`src/rtl/forward_stall_ctrl.sv`:
```
`default_nettype none
// ============================================================================
// Module   : forward_stall_ctrl
// Purpose  : Forwarding-select and load-use stall control for the 5-stage
//            core. The optional stall counter is built when STALL_CNT_EN is
//            defined.
// Revision : 1.0  initial release
// ============================================================================
module forward_stall_ctrl #(
    parameter int REG_AW = 5,
    parameter int CNT_W  = 16
) (
    input  logic              clk,
    input  logic              reset,
    input  logic              id_valid,
    input  logic [REG_AW-1:0] id_rs,
    input  logic [REG_AW-1:0] id_rt,
    input  logic              id_use_rs,
    input  logic              id_use_rt,
    input  logic              id_wr_en,
    input  logic [REG_AW-1:0] id_wr_reg,
    input  logic              id_mem_read,
    input  logic              flush,
    output logic              stall,
    output logic              ex_bubble,
    output logic [1:0]        fwd_a,
    output logic [1:0]        fwd_b
`ifdef STALL_CNT_EN
    ,
    output logic [CNT_W-1:0]  stall_cnt
`endif
);

    localparam logic [1:0] SEL_RF  = 2'b00;
    localparam logic [1:0] SEL_EXM = 2'b01;
    localparam logic [1:0] SEL_MWB = 2'b10;

    // WB and the MEM-stage load flag are never consulted: the register file
    // writes through in WB, and a MEM-stage producer forwards whether or not
    // it is a load. Only the fields that steer a decision are held.
    logic              ex_wr_en;
    logic [REG_AW-1:0] ex_wr_reg;
    logic              ex_mem_read;
    logic              mem_wr_en;
    logic [REG_AW-1:0] mem_wr_reg;

    logic              ex_prod;
    logic              ex_load;
    logic              mem_prod;
    logic              kill;
    logic [1:0]        fwd_a_nxt;
    logic [1:0]        fwd_b_nxt;

    function automatic logic [1:0] pick_sel(
        input logic              use_src,
        input logic [REG_AW-1:0] src,
        input logic              ex_alu,
        input logic [REG_AW-1:0] ex_reg,
        input logic              mem_p,
        input logic [REG_AW-1:0] mem_reg
    );
        logic [1:0] sel;
        sel = SEL_RF;
        if (use_src && ex_alu && (ex_reg == src)) begin
            sel = SEL_EXM;
        end else if (use_src && mem_p && (mem_reg == src)) begin
            sel = SEL_MWB;
        end
        return sel;
    endfunction

    always_comb begin
        ex_prod  = ex_wr_en && (ex_wr_reg != '0);
        ex_load  = ex_prod && ex_mem_read;
        mem_prod = mem_wr_en && (mem_wr_reg != '0);

        stall = id_valid && !flush && ex_load &&
                ((id_use_rs && (id_rs == ex_wr_reg)) ||
                 (id_use_rt && (id_rt == ex_wr_reg)));
        kill  = flush || stall || !id_valid;

        fwd_a_nxt = SEL_RF;
        fwd_b_nxt = SEL_RF;
        if (!kill) begin
            fwd_a_nxt = pick_sel(id_use_rs, id_rs, ex_prod && !ex_mem_read,
                                 ex_wr_reg, mem_prod, mem_wr_reg);
            fwd_b_nxt = pick_sel(id_use_rt, id_rt, ex_prod && !ex_mem_read,
                                 ex_wr_reg, mem_prod, mem_wr_reg);
        end
    end

    always_ff @(posedge clk or negedge reset) begin
        if (!reset) begin
            ex_wr_en    <= 1'b0;
            ex_wr_reg   <= '0;
            ex_mem_read <= 1'b0;
            mem_wr_en   <= 1'b0;
            mem_wr_reg  <= '0;
            ex_bubble   <= 1'b0;
            fwd_a       <= SEL_RF;
            fwd_b       <= SEL_RF;
        end else begin
            mem_wr_en   <= ex_wr_en;
            mem_wr_reg  <= ex_wr_reg;
            ex_wr_en    <= !kill && id_wr_en;
            ex_wr_reg   <= kill ? '0 : id_wr_reg;
            ex_mem_read <= !kill && id_mem_read;
            ex_bubble   <= stall || flush;
            fwd_a       <= fwd_a_nxt;
            fwd_b       <= fwd_b_nxt;
        end
    end

`ifdef STALL_CNT_EN
    always_ff @(posedge clk or negedge reset) begin
        if (!reset) begin
            stall_cnt <= '0;
        end else if (stall && (stall_cnt != {CNT_W{1'b1}})) begin
            stall_cnt <= stall_cnt + 1'b1;
        end
    end
`endif

endmodule
`default_nettype wire

```
`config.mk`:
```
export PLATFORM = sky130hd
export DESIGN_NAME = forward_stall_ctrl
export DESIGN_NICKNAME = d
export VERILOG_FILES = /design/src/rtl/forward_stall_ctrl.sv
export SDC_FILE = /design/constraint.sdc
export NUM_CORES = 1
export LEC_CHECK = 0
export ABC_CLOCK_PERIOD_IN_PS = 6600
export CAP_MARGIN = 0
export CORE_AREA = 2 2 49 51
export CTS_CLUSTER_SIZE = 20
export DETAILED_ROUTE_END_ITERATION = 10
export DIE_AREA = 0 0 51 53
export PLACE_DENSITY = 0.69
export REMOVE_ABC_BUFFERS = 1
export SYNTH_ARGS = -nofsm -noshare
export SYNTH_HDL_FRONTEND = slang
export SYNTH_SLANG_ARGS = --single-unit
```
`constraint.sdc`:
```
create_clock -name clk -period 6.6 [get_ports clk]
set_input_delay 1.98 -clock clk [delete_from_list [all_inputs] [get_ports clk]]
set_output_delay 1.98 -clock clk [all_outputs]
set_load 0.03 [all_outputs]
```
# Word-level counts from Yosys, hierarchy flattened
# Index checks and enable logic that the tools add are counted.
[totals] register_bits=18 latch_bits=0 ramBits=0 rom_bits=0 inputBits=23 output_inout_bits=6 wordCells=49 n_memories=0
[classes] addsub=0 n_mul=0 n_div=0 n_lt_le_gt_ge=0 eq_ne=6 shifts=0 n_mux=7 n_bitwise=0 n_reduce_logical=28
[op_table] cell="== test 5 bit" count=6
[op_table] cell="logical AND 1 bit" count=19
[op_table] cell="2-to-1 mux 2 bit" count=6
[op_table] cell="nonzero test 5 bit" count=2
[op_table] cell="2-to-1 mux 5 bit" count=1
[op_table] cell="zero test 1 bit" count=4
[op_table] cell="logical OR 1 bit" count=3

# Longest topological paths before layout
[depth] word_depth=9 depth_mapped=6 mapped_depth_nobuf=6

# Worst setup path before layout
# No wires, ideal clock.
[synth_timing] path_kind="input to output" startpoint="input id_rs[3]" endpoint="output stall" t_arrival_ps=3129 t_required_ps=4620 path_slack_ps=1491 stages=5 n_path_buf=0 path_cell_list="xor2_1 -> nor4_2 -> nand3_1 -> a211o_2 -> inv_1"
[synth_between] elab_chain_len=4
[synth_lines] item="start, declared" line_no="16" text="input logic [REG_AW-1:0] id_rs,"
[synth_lines] item="== test 5 bit" line_no="78" text="((id_use_rs && (id_rs == ex_wr_reg)) ||"
[synth_lines] item="logical AND 1 bit" line_no="78"
[synth_lines] item="logical OR 1 bit" line_no="78"
[synth_lines] item="logical AND 1 bit" line_no="77" text="stall = id_valid && !flush && ex_load &&"
[synth_lines] item="end, declared" line_no="24" text="output logic stall,"
# Every way passes these cells.

# Worst setup path after layout
[layout_timing] startpoint="input id_rs[0]" endpoint="output stall"
# Same word-level chain as after synthesis.

==> metrics.txt <==
status=completed; worst vdd ir=0.000114 V; Die ar.=2700 sq um; CP max stage cell=clkdlybuf4s50_1; clock latency on the worst-skew pair=0.28 ns; post-route ant nets=0; initial antenna violation count=0; Die Wd=51 microns; synthesis-stage register bit count=18; DR iter-0 viols=7; power density over cell area=181 nW/um^2; Worst Slack Setup Final=0.326 ns; top-level I/O count=29; Tot Pwr=0.000214 W; critical setup path kind=input port to output port; register area share after synthesis=54.8%; Post-Route WL=1690 microns; Max Cap Viol=0; register-to-register setup slack=4.79 ns; Crit path buffers/inverters=3; H-tree level count=1; layout cells sized above 1=7.77%; Slew Limit Fails=0; commonest non-fill, non-tap cells in the layout=28 x clkdlybuf4s50_1, 18 x dfrtp_1, 16 x xor2_1, 7 x and3_1; TritonRoute pass-1 iters=4; gr usage total=13.7%; Mapped Cells=70; WL/cell=12.9 microns; clock tree buffer depth=2; clk_skew=0.00752 ns; cell family with most CP delay=buffers and inverters; vias=630; Reg clk slew, reported paths=0.09 ns; leakage=0.559 nW; global-route wire length before repair=2670 microns; Final Hold Viols=0; R2R depth=5; worst reg2reg path endpoint=ex_wr_reg[4]$_DFF_PN0_; post-cts sizing count=0; hpwl dp=1360 microns; via/cell ratio=4.81; CP cell instances=clkdlybuf4s50_1, xor2_1, nor4_2, nand3_1, a211o_2, inv_1, clkdlybuf4s50_1; DRC viols=0; most frequent CP cell=clkdlybuf4s50_1; Core Area=2150 sq um; Antenna Cells=0; Crit Path Max Fanout=9; vias in the first global route=624; crit path from=id_rs[0]; hold buffer count at cts=0; Ys Warns=0; Starting Density=38.3%; post-synthesis instance area=822 sq um; Worst slew margin=50.2%; largest net degree at the start of global routing=19; die height=53 microns; total CTS buffers=3; actual slew at the worst max-slew pin=0.744 ns; total global routing overflow=0; Place WS=0.335 ns; startpoint types=input port; port buffer count=28; CTS tree=yes; Cell variety after synth=20; Layout area overhead=43.7%; Fillers=199; required time at the worst-slack endpoint=4.62 ns; Layout Nets=127; CP Capture Point=stall; CP Data Arrival Time=4.29 ns; final core utilization=55.0%; setup violators final=0; mean post-synth cell area=11.7 sq um; R2R Path Start=ex_wr_reg[3]$_DFF_PN0_; f_max=159 MHz; root buffer selected by CTS=clkbuf_4; standard-cell row count=17; setup TNS=0 ns; unrepaired setup endpoints after global routing=no; Worst Hold Class=flip-flop to flip-flop; commonest non-fill, non-tap cell in the layout=clkdlybuf4s50_1; gpl congestion=0.891; Worst Setup End Kind=output port; delay of the slowest cell on the worst path=0.68 ns; Critical Path Stages=7; fin crit share=95.1%; clock period minus worst slack=6.27 ns; setup bufs post-CTS=0; # clock sinks=18
synth_stat cells:
master	number	area [sq um]
xnor2_1	4	35.0
nor2b_1	1	6.26
o21ai_1	1	5.00
nand2b_1	2	12.5
nor4_2	1	12.5
or3_1	1	6.26
or4_1	1	7.51
a211o_2	1	10.0
dfrtp_1	18	450
nor3_1	4	20.0
inv_1	1	3.75
and3_1	7	43.8
nor2_1	2	7.51
nand2_1	1	3.75
o311a_1	1	10.0
nand4_1	2	12.5
nand3_1	2	10.0
xor2_1	16	140
nor4_1	3	18.8
or2_2	1	6.26
worst register-to-register path: cells and delay by family (launching register included):
kind                      cells  cell delay (ns)
AOI/OAI and AO/OA             1             0.43
xor gates and xnor gates      1             0.18
DFF                           1             0.44
and+or+nand+nor               3             0.65
power breakdown:
part	total (W)	internal (W)	switching (W)
registers	0.000117	0.000114	0.00000338
logic	0.0000323	0.0000197	0.0000126
clock network	0.0000644	0.0000335	0.0000309
cell families (layout without fill, tap and decap cells):
| kind of cell | Yosys count | count (layout) | synth area share, % |
|---|---|---|---|
| and+or+nand+nor | 28 | 28 | 20.4 |
| DFF | 18 | 18 | 54.8 |
| xor gates and xnor gates | 20 | 20 | 21.3 |
| buffers and inverters | 1 | 34 | 0.456 |
| AOI/OAI and AO/OA | 3 | 3 | 3.04 |
per-layer routing:
layer / global-route usage (%) / wire length, microns
met1: 16.5 / 719
met2: 22.7 / 830
met3: 2.82 / 117
met4: 8.11 / 21
met5: 0 / 0
final cells by class:
cell class                 count  area [sq um]  area share [%]
timing repair buffer          29           288            24.4
clock buffer                   4          36.3            3.07
tap                           28          35.0            2.97
multi-input combinational     51           368            31.1
sequential                    18           450            38.1
inverter                       1          3.75           0.318
how the worst min path moves through the flow:
stage	start	to	slack, ns	cells past startpoint
after floorplan	ex_wr_en$_DFF_PN0_	mem_wr_en$_DFF_PN0_	0.35	0
after global placement	ex_wr_en$_DFF_PN0_	mem_wr_en$_DFF_PN0_	0.36	0
after detailed placement	ex_wr_en$_DFF_PN0_	mem_wr_en$_DFF_PN0_	0.37	0
after CTS	ex_wr_en$_DFF_PN0_	mem_wr_en$_DFF_PN0_	0.39	0
after global routing	ex_wr_en$_DFF_PN0_	mem_wr_en$_DFF_PN0_	0.41	0
final	ex_wr_en$_DFF_PN0_	mem_wr_en$_DFF_PN0_	0.39	0
stage by stage:
| stage | cells | hold slack [ns] | instance area (sq um) |
|---|---|---|---|
| final | 131 | 0.387 | 1180 |
| after global routing | 131 | 0.410 | 1180 |
| after CTS | 131 | 0.390 | 1180 |
| after detailed placement | 127 | 0.366 | 1140 |
| after global placement | 127 | 0.356 | 1140 |
| after floorplan | 70 | 0.351 | 822 |
Note: power is estimated with default switching activity, not from simulation.
